$ cat config.mk
export PLATFORM = sky130hd
export DESIGN_NAME = beamscaler_wb_reader
export DESIGN_NICKNAME = d
export VERILOG_FILES = /design/src/rtl/beamscaler_pkg.sv /design/src/rtl/beamscaler_wb_reader.sv
export SDC_FILE = /design/constraint.sdc
export NUM_CORES = 1
export LEC_CHECK = 0
export CAP_MARGIN = 20
export CORE_ASPECT_RATIO = 0.7
export CORE_MARGIN = 2
export CORE_UTILIZATION = 30
export CTS_CLUSTER_DIAMETER = 80
export CTS_CLUSTER_SIZE = 25
export DETAILED_ROUTE_END_ITERATION = 10
export HOLD_SLACK_MARGIN = 0.05
export PLACE_DENSITY = 0.68
export REMOVE_ABC_BUFFERS = 1
export SYNTH_ARGS = -nofsm -noshare
export SYNTH_HDL_FRONTEND = slang
export SYNTH_SLANG_ARGS = --single-unit
$ cat constraint.sdc
create_clock -name wb_clk_i -period 1.7 [get_ports wb_clk_i]
set_input_delay 0.51 -clock wb_clk_i [delete_from_list [all_inputs] [get_ports wb_clk_i]]
set_output_delay 0.51 -clock wb_clk_i [all_outputs]
set_load 0.03 [all_outputs]
$ cat src/rtl/beamscaler_pkg.sv
// Shared definitions for the beam-scaler WISHBONE reader.
// Holds the reader FSM encoding, the error fill word and the default sweep size.
package beamscaler_pkg;

    // Reader FSM states: wait for a bank, fetch one word over WISHBONE, push it on the stream.
    typedef enum logic [1:0] {
        ST_IDLE = 2'd0,
        ST_REQ  = 2'd1,
        ST_PUSH = 2'd2
    } state_t;

    // Word emitted in place of scaler data when the bus reports an error or times out.
    localparam logic [31:0] FILL_WORD = 32'hFFFF_FFFF;

    // Number of 32-bit scaler words read per sweep when the instance does not override it.
    localparam int DEFAULT_NWORDS = 64;

    // Word index covers up to 1024 words; the byte address appends two zero bits.
    localparam int IDX_W = 10;
    localparam int ADR_W = 12;

    // Ack-wait counter width (TIMEOUT is at most 255).
    localparam int TMO_W = 8;

endpackage

$ cat src/rtl/beamscaler_wb_reader.sv
// Beam-scaler WISHBONE reader.
// On a bank-complete pulse it sweeps NWORDS 32-bit words from the scaler over a
// single-outstanding WISHBONE initiator and forwards each word as one stream beat.
// Optional feature macro: BEAMSCALER_RD_TIMEOUT_EN adds an ack-wait timeout that
// substitutes the fill word (with the error flag) when the target never answers.
//
// Stream handshake: a beat is transferred on a rising edge where m_tvalid and
// m_tready are both high. Once m_tvalid rises, m_tdata, m_tlast and m_tuser stay
// constant and m_tvalid stays high until that transfer; m_tvalid never depends
// on m_tready.
module beamscaler_wb_reader
    import beamscaler_pkg::*;
#(
    parameter int NWORDS  = DEFAULT_NWORDS,
    parameter int TIMEOUT = 255
) (
    input  logic             wb_clk_i,
    input  logic             wb_rst_i,

    input  logic             done_i,
    input  logic             bank_i,

    output logic             wb_cyc_o,
    output logic             wb_stb_o,
    output logic             wb_we_o,
    output logic [ADR_W-1:0] wb_adr_o,
    input  logic [31:0]      wb_dat_i,
    input  logic             wb_ack_i,
    input  logic             wb_err_i,
    input  logic             wb_rty_i,

    output logic [31:0]      m_tdata,
    output logic             m_tvalid,
    output logic             m_tlast,
    output logic [1:0]       m_tuser,
    input  logic             m_tready,

    output logic             busy_o,
    output logic             overrun_o,
    output logic [1:0]       dbg_state_o
);

    localparam logic [IDX_W-1:0] LP_LAST_IDX = IDX_W'(NWORDS - 1);

    state_t            r_state;
    state_t            w_next_state;
    logic [IDX_W-1:0]  r_index;
    logic              r_bank;
    logic [31:0]       r_data;
    logic              r_err;
    logic              r_overrun;

    logic              w_last;
    logic              w_timeout;
    logic              w_resp;
    logic              w_fill;
    logic              w_unused;

    // Retry is not supported by this initiator; the input is accepted and ignored.
    assign w_unused = wb_rty_i;

    assign w_last = (r_index == LP_LAST_IDX);

`ifdef BEAMSCALER_RD_TIMEOUT_EN
    localparam logic [TMO_W-1:0] LP_TMO_LAST = TMO_W'(TIMEOUT - 1);

    logic [TMO_W-1:0] r_tmo_cnt;

    // Count REQ cycles without a response; leaving REQ rearms it so every entry starts at zero.
    always_ff @(posedge wb_clk_i) begin
        if (wb_rst_i || (r_state != ST_REQ)) begin
            r_tmo_cnt <= '0;
        end else begin
            r_tmo_cnt <= r_tmo_cnt + 1'b1;
        end
    end

    // The TIMEOUT-th REQ cycle with no ack/err ends the bus cycle with a fill beat.
    assign w_timeout = (r_state == ST_REQ) && (r_tmo_cnt == LP_TMO_LAST);
`else
    logic [TMO_W-1:0] w_unused_tmo;

    // Without the timeout the bus cycle waits for the target indefinitely.
    assign w_timeout    = 1'b0;
    assign w_unused_tmo = TMO_W'(TIMEOUT);
`endif

    // Any termination of the current bus cycle; err (or timeout) forces the fill word.
    assign w_resp = wb_ack_i || wb_err_i || w_timeout;
    assign w_fill = wb_err_i || (w_timeout && !wb_ack_i);

    // State register; reset abandons any sweep in progress.
    always_ff @(posedge wb_clk_i) begin
        if (wb_rst_i) begin
            r_state <= ST_IDLE;
        end else begin
            r_state <= w_next_state;
        end
    end

    // Next-state logic: one bus read, then one stream beat, per word.
    always_comb begin
        w_next_state = r_state;
        case (r_state)
            ST_IDLE: begin
                if (done_i) begin
                    w_next_state = ST_REQ;
                end
            end
            ST_REQ: begin
                if (w_resp) begin
                    w_next_state = ST_PUSH;
                end
            end
            ST_PUSH: begin
                if (m_tready) begin
                    w_next_state = w_last ? ST_IDLE : ST_REQ;
                end
            end
            default: begin
                w_next_state = ST_IDLE;
            end
        endcase
    end

    // Word index, latched bank, captured beat and overrun pulse.
    always_ff @(posedge wb_clk_i) begin
        if (wb_rst_i) begin
            r_index   <= '0;
            r_bank    <= 1'b0;
            r_data    <= '0;
            r_err     <= 1'b0;
            r_overrun <= 1'b0;
        end else begin
            // A bank completion outside IDLE is dropped and flagged for one cycle.
            r_overrun <= done_i && (r_state != ST_IDLE);
            case (r_state)
                ST_IDLE: begin
                    if (done_i) begin
                        r_bank  <= bank_i;
                        r_index <= '0;
                    end
                end
                ST_REQ: begin
                    if (w_resp) begin
                        r_data <= w_fill ? FILL_WORD : wb_dat_i;
                        r_err  <= w_fill;
                    end
                end
                ST_PUSH: begin
                    if (m_tready && !w_last) begin
                        r_index <= r_index + 1'b1;
                    end
                end
                default: begin
                    r_index <= '0;
                end
            endcase
        end
    end

    // Bus and stream outputs decode straight from the state, so cyc and tvalid are exclusive.
    assign wb_cyc_o    = (r_state == ST_REQ);
    assign wb_stb_o    = (r_state == ST_REQ);
    assign wb_we_o     = 1'b0;
    assign wb_adr_o    = (r_state == ST_REQ) ? {r_index, 2'b00} : '0;

    assign m_tvalid    = (r_state == ST_PUSH);
    assign m_tlast     = (r_state == ST_PUSH) && w_last;
    assign m_tdata     = r_data;
    assign m_tuser     = {r_err, r_bank};

    assign busy_o      = (r_state != ST_IDLE);
    assign overrun_o   = r_overrun;
    assign dbg_state_o = r_state;

endmodule

==> out/metrics.csv, run 1 <==
stage,metric,value,unit
run_status,status,finished with violations,
run_status,failing checks,negative setup slack,
min_path,Worst Hold Path EP,r_index[1]$_SDFFE_PP0P_,
route,antenna-violating nets left,0,
power,pwr dens,795,nW/um^2
critical_path,CP Class,reg2out,
route,routed len/inst,14.4,um
clock_network,clk_lat worst skew,0.30,ns
floorplanning,# IOs,95,
clock_network,H-tree levels,2,
logic_synthesis,Yosys top cell area share,0.455,
finish,fin nets,420,
power,Clock power frac,0.334,
clock_network,# clock sinks,47,
power,switching power,0.000834,W
min_path,Worst Min Path Start,wb_rst_i,
finish,antenna fix cells,0,
grt,vias in the first global route,2199,
critical_path,critical path startpoint category,flop,
sta,RSZ-0062 raised after global routing,yes,
route,final wirelength,6800,um
grt,GR Overflow Total,0,
grt,total track usage,0.176,
clock_network,TritonCTS buffer count,5,
critical_path,R2R Setup Slk,0.07,ns
min_path,WHS Path Cells,2,
grt,initial antenna violation count,0,
critical_path,Reg-to-Reg End,dbg_state_o[0]$_SDFFE_PP0P_,
critical_path,Critical Path Max Stage Delay,0.33,ns
critical_path,CP max stage cell,dfxtp_2,
logic_synthesis,Mean Syn Cell Area,8.02,sq um
min_path,worst min-delay path class,in2reg,
critical_path,R2R depth,9,
finish,most frequent cells in the layout,"nor3_1, dfxtp_1, nor2_1",
logic_synthesis,Synth Instances,258,
power,combinational share of power,0.252,
floorplanning,Placeable Area,6730,sq um
sta,Fin. Hold Viols,0,
route,DRT Pass-1 Iters,4,
power,maximum vdd drop,0.369,mV
critical_path,critical path peak fanout,6,
power,switching share of total power,0.286,
floorplanning,Initial Utilization,0.308,
floorplanning,FP Rows,25,
sta,clock skew,0.00327,ns
logic_synthesis,dominant cells by area after synthesis,"dfxtp_1, nor3_1, nor2_1",
logic_synthesis,prevailing post-synth register cell,dfxtp_1,
route,Avg Vias per Cell,4.87,
logic_synthesis,Post-synth EDFFs,0,
place,DP Cell Count,449,
finish,layout cells sized above 1,0.287,
critical_path,worst r2r src,r_index[0]$_SDFFE_PP0P_,
floorplanning,Die Area,7590,sq um
logic_synthesis,register area share after synthesis,0.455,
route,vias after detailed routing,2307,
grt,largest net degree at the start of global routing,33,
power,internal cell power,0.00208,W
power,total power,0.00292,W
finish,Util after Layout,0.546,
sta,Final TNS setup,-1.69,ns
grt,first-pass GRT wire length,10500,um
critical_path,Crit. End Element,primary output,
floorplanning,Die Span Y,73.5,um
finish,Fillers,635,
finish,"leading cell type in the layout, fill and taps excluded",nor3_1,
place,Port Buf Inserts,90,
power,Flop pwr share,0.414,
place,RePlAce Congestion,0.892,
sta,Max Clock Freq,542,MHz
clock_network,clk buf depth,2,
flow_run,max-cap viol count,0,
sta,fin worst setup slack,-0.143,ns
route,1st-iter DRT viols,106,
finish,"Area growth, synth to finish",77.4,%
clock_network,root buf cell,clkbuf_8,
place,hpwl dp,4470,um
sta,Final min period,1.84,ns
floorplanning,chip width,103,um
logic_synthesis,Post-synth ARST share,0,
logic_synthesis,"area leader, netlist",dfxtp_1,
critical_path,worst-path cell chain,"buf_6, and2b_4, and2_4, buf_6",
logic_synthesis,yosys warns,0,
logic_synthesis,Synth Cell Area,2070,sq um
logic_synthesis,post-synth cell types,44,
clock_network,hold_buf cts,0,
logic_synthesis,Yosys reg bits,47,
sta,max-slew violation count,0,
critical_path,CP Data Required Time,1.19,ns
clock_network,clock slew at reported path FFs,0.09,ns
critical_path,CP dominant cell by count,buf_6,
critical_path,WP data arrival,1.33,ns
sta,count of final setup violators,13,
power,leakage power,1.57,nW
clock_network,CTS tree,done,
finish,Non-Filler Instances,474,
sta,fin crit share,1.08,
route,# DRC,0,
[registers in the layout, indices dropped and copies added (netlist names)]
signal	cells
r_bank	1
m_tdata	32
dbg_state_o	2
r_index	10
r_err	1
overrun_o	1
[critical path: cells and delay by family (launching register included)]
kind	cells	cell delay (ns)
DFF	1	0.33
and+or+nand+nor	2	0.46
buffers and inverters	2	0.24
[synth_stat cells, types with 3 or more instances]
cell	n
nor3_1	69
dfxtp_1	47
nor2_1	40
and2_1	10
clkbuf_1	10
buf_2	8
nand2_1	7
o21ai_0	7
buf_4	6
a21oi_1	5
a31oi_1	5
nand4_1	4
and3_1	3
[what timing repair did]
item,in CTS,in global routing
cloned,1,2
pin swaps,11,1
buffers inserted,11,5
resized for setup,81,17
setup endpoints to repair,52,34
[layer usage]
metal / up-vias / GRT usage / wire length, um / share of wire
met3: 4 / 0.0466 / 430 / 0.063
met1: 1081 / 0.241 / 3200 / 0.47
met5: - / 0 / 0 / 0
li1: 1145 / - / - / -
met2: 77 / 0.274 / 3120 / 0.46
met4: 0 / 0.0526 / 51 / 0.0075
[worst max-delay path by stage]
stage / startpoint / cells after the start / end
after floorplan: dbg_state_o[0]$_SDFFE_PP0P_ / 4 / m_tdata[0]$_SDFFE_PP0P_
after global placement: done_i / 6 / r_index[5]$_SDFFE_PP0P_
after detailed placement: done_i / 6 / r_index[5]$_SDFFE_PP0P_
after CTS: dbg_state_o[1]$_SDFFE_PP0P_ / 4 / wb_adr_o[4]
after global routing: r_index[1]$_SDFFE_PP0P_ / 5 / m_tlast
final: dbg_state_o[1]$_SDFFE_PP0P_ / 4 / wb_adr_o[2]
[metrics by stage]
stage / area (sq um) / hold slack, ns / worst slack, ns
finish: 3670 / 0.472 / -0.143
CTS: 3560 / 0.452 / -0.155
global route: 3670 / 0.463 / -0.204
global placement: 3250 / 0.478 / -0.197
floorplan: 1940 / 0.465 / -0.839
detailed placement: 3250 / 0.486 / -0.268
[logic make-up (layout without fill, tap and decap cells)]
group                      after synthesis  after routing  share of synthesized area
AOI/OAI and AO/OA                       29             29                     0.0907
muxes                                    1              1                    0.00484
adders and majority gates                1              1                    0.00605
DFF                                     47             47                      0.455
and+or+nand+nor                        151            152                      0.369
buffers and inverters                   28            147                     0.0726
other                                    1              3                    0.00181
[power by group through the flow]
| stage | Combinational [W] | Clock [W] | Sequential (W) |
|---|---|---|---|
| after detailed placement | 0.000710 | 0 | 0.00123 |
| after floorplan | 0.000191 | 0 | 0.00138 |
| after global placement | 0.000702 | 0 | 0.00123 |
| after global routing | 0.000791 | 0.00106 | 0.00122 |
| after CTS | 0.000700 | 0.00101 | 0.00121 |
| final | 0.000736 | 0.000973 | 0.00121 |
[cell type report]
cell class,count,area (sq um),share of cell area
timing repair buffer,136,1350,0.367
multi-input combinational,186,1110,0.302
sequential,47,947,0.258
tap,94,118,0.0320
clock buffer,6,72.6,0.0198
clock inverter,2,60.1,0.0164
inverter,3,16.3,0.00443
No activity file was read; power rests on OpenSTA's default activity.
==> run 2: changes to the inputs <==
CTS_CLUSTER_SIZE = 30   (was 25)
==> results of run 2 <==
Final layout, timing and power as in run 1 (identical DEF).
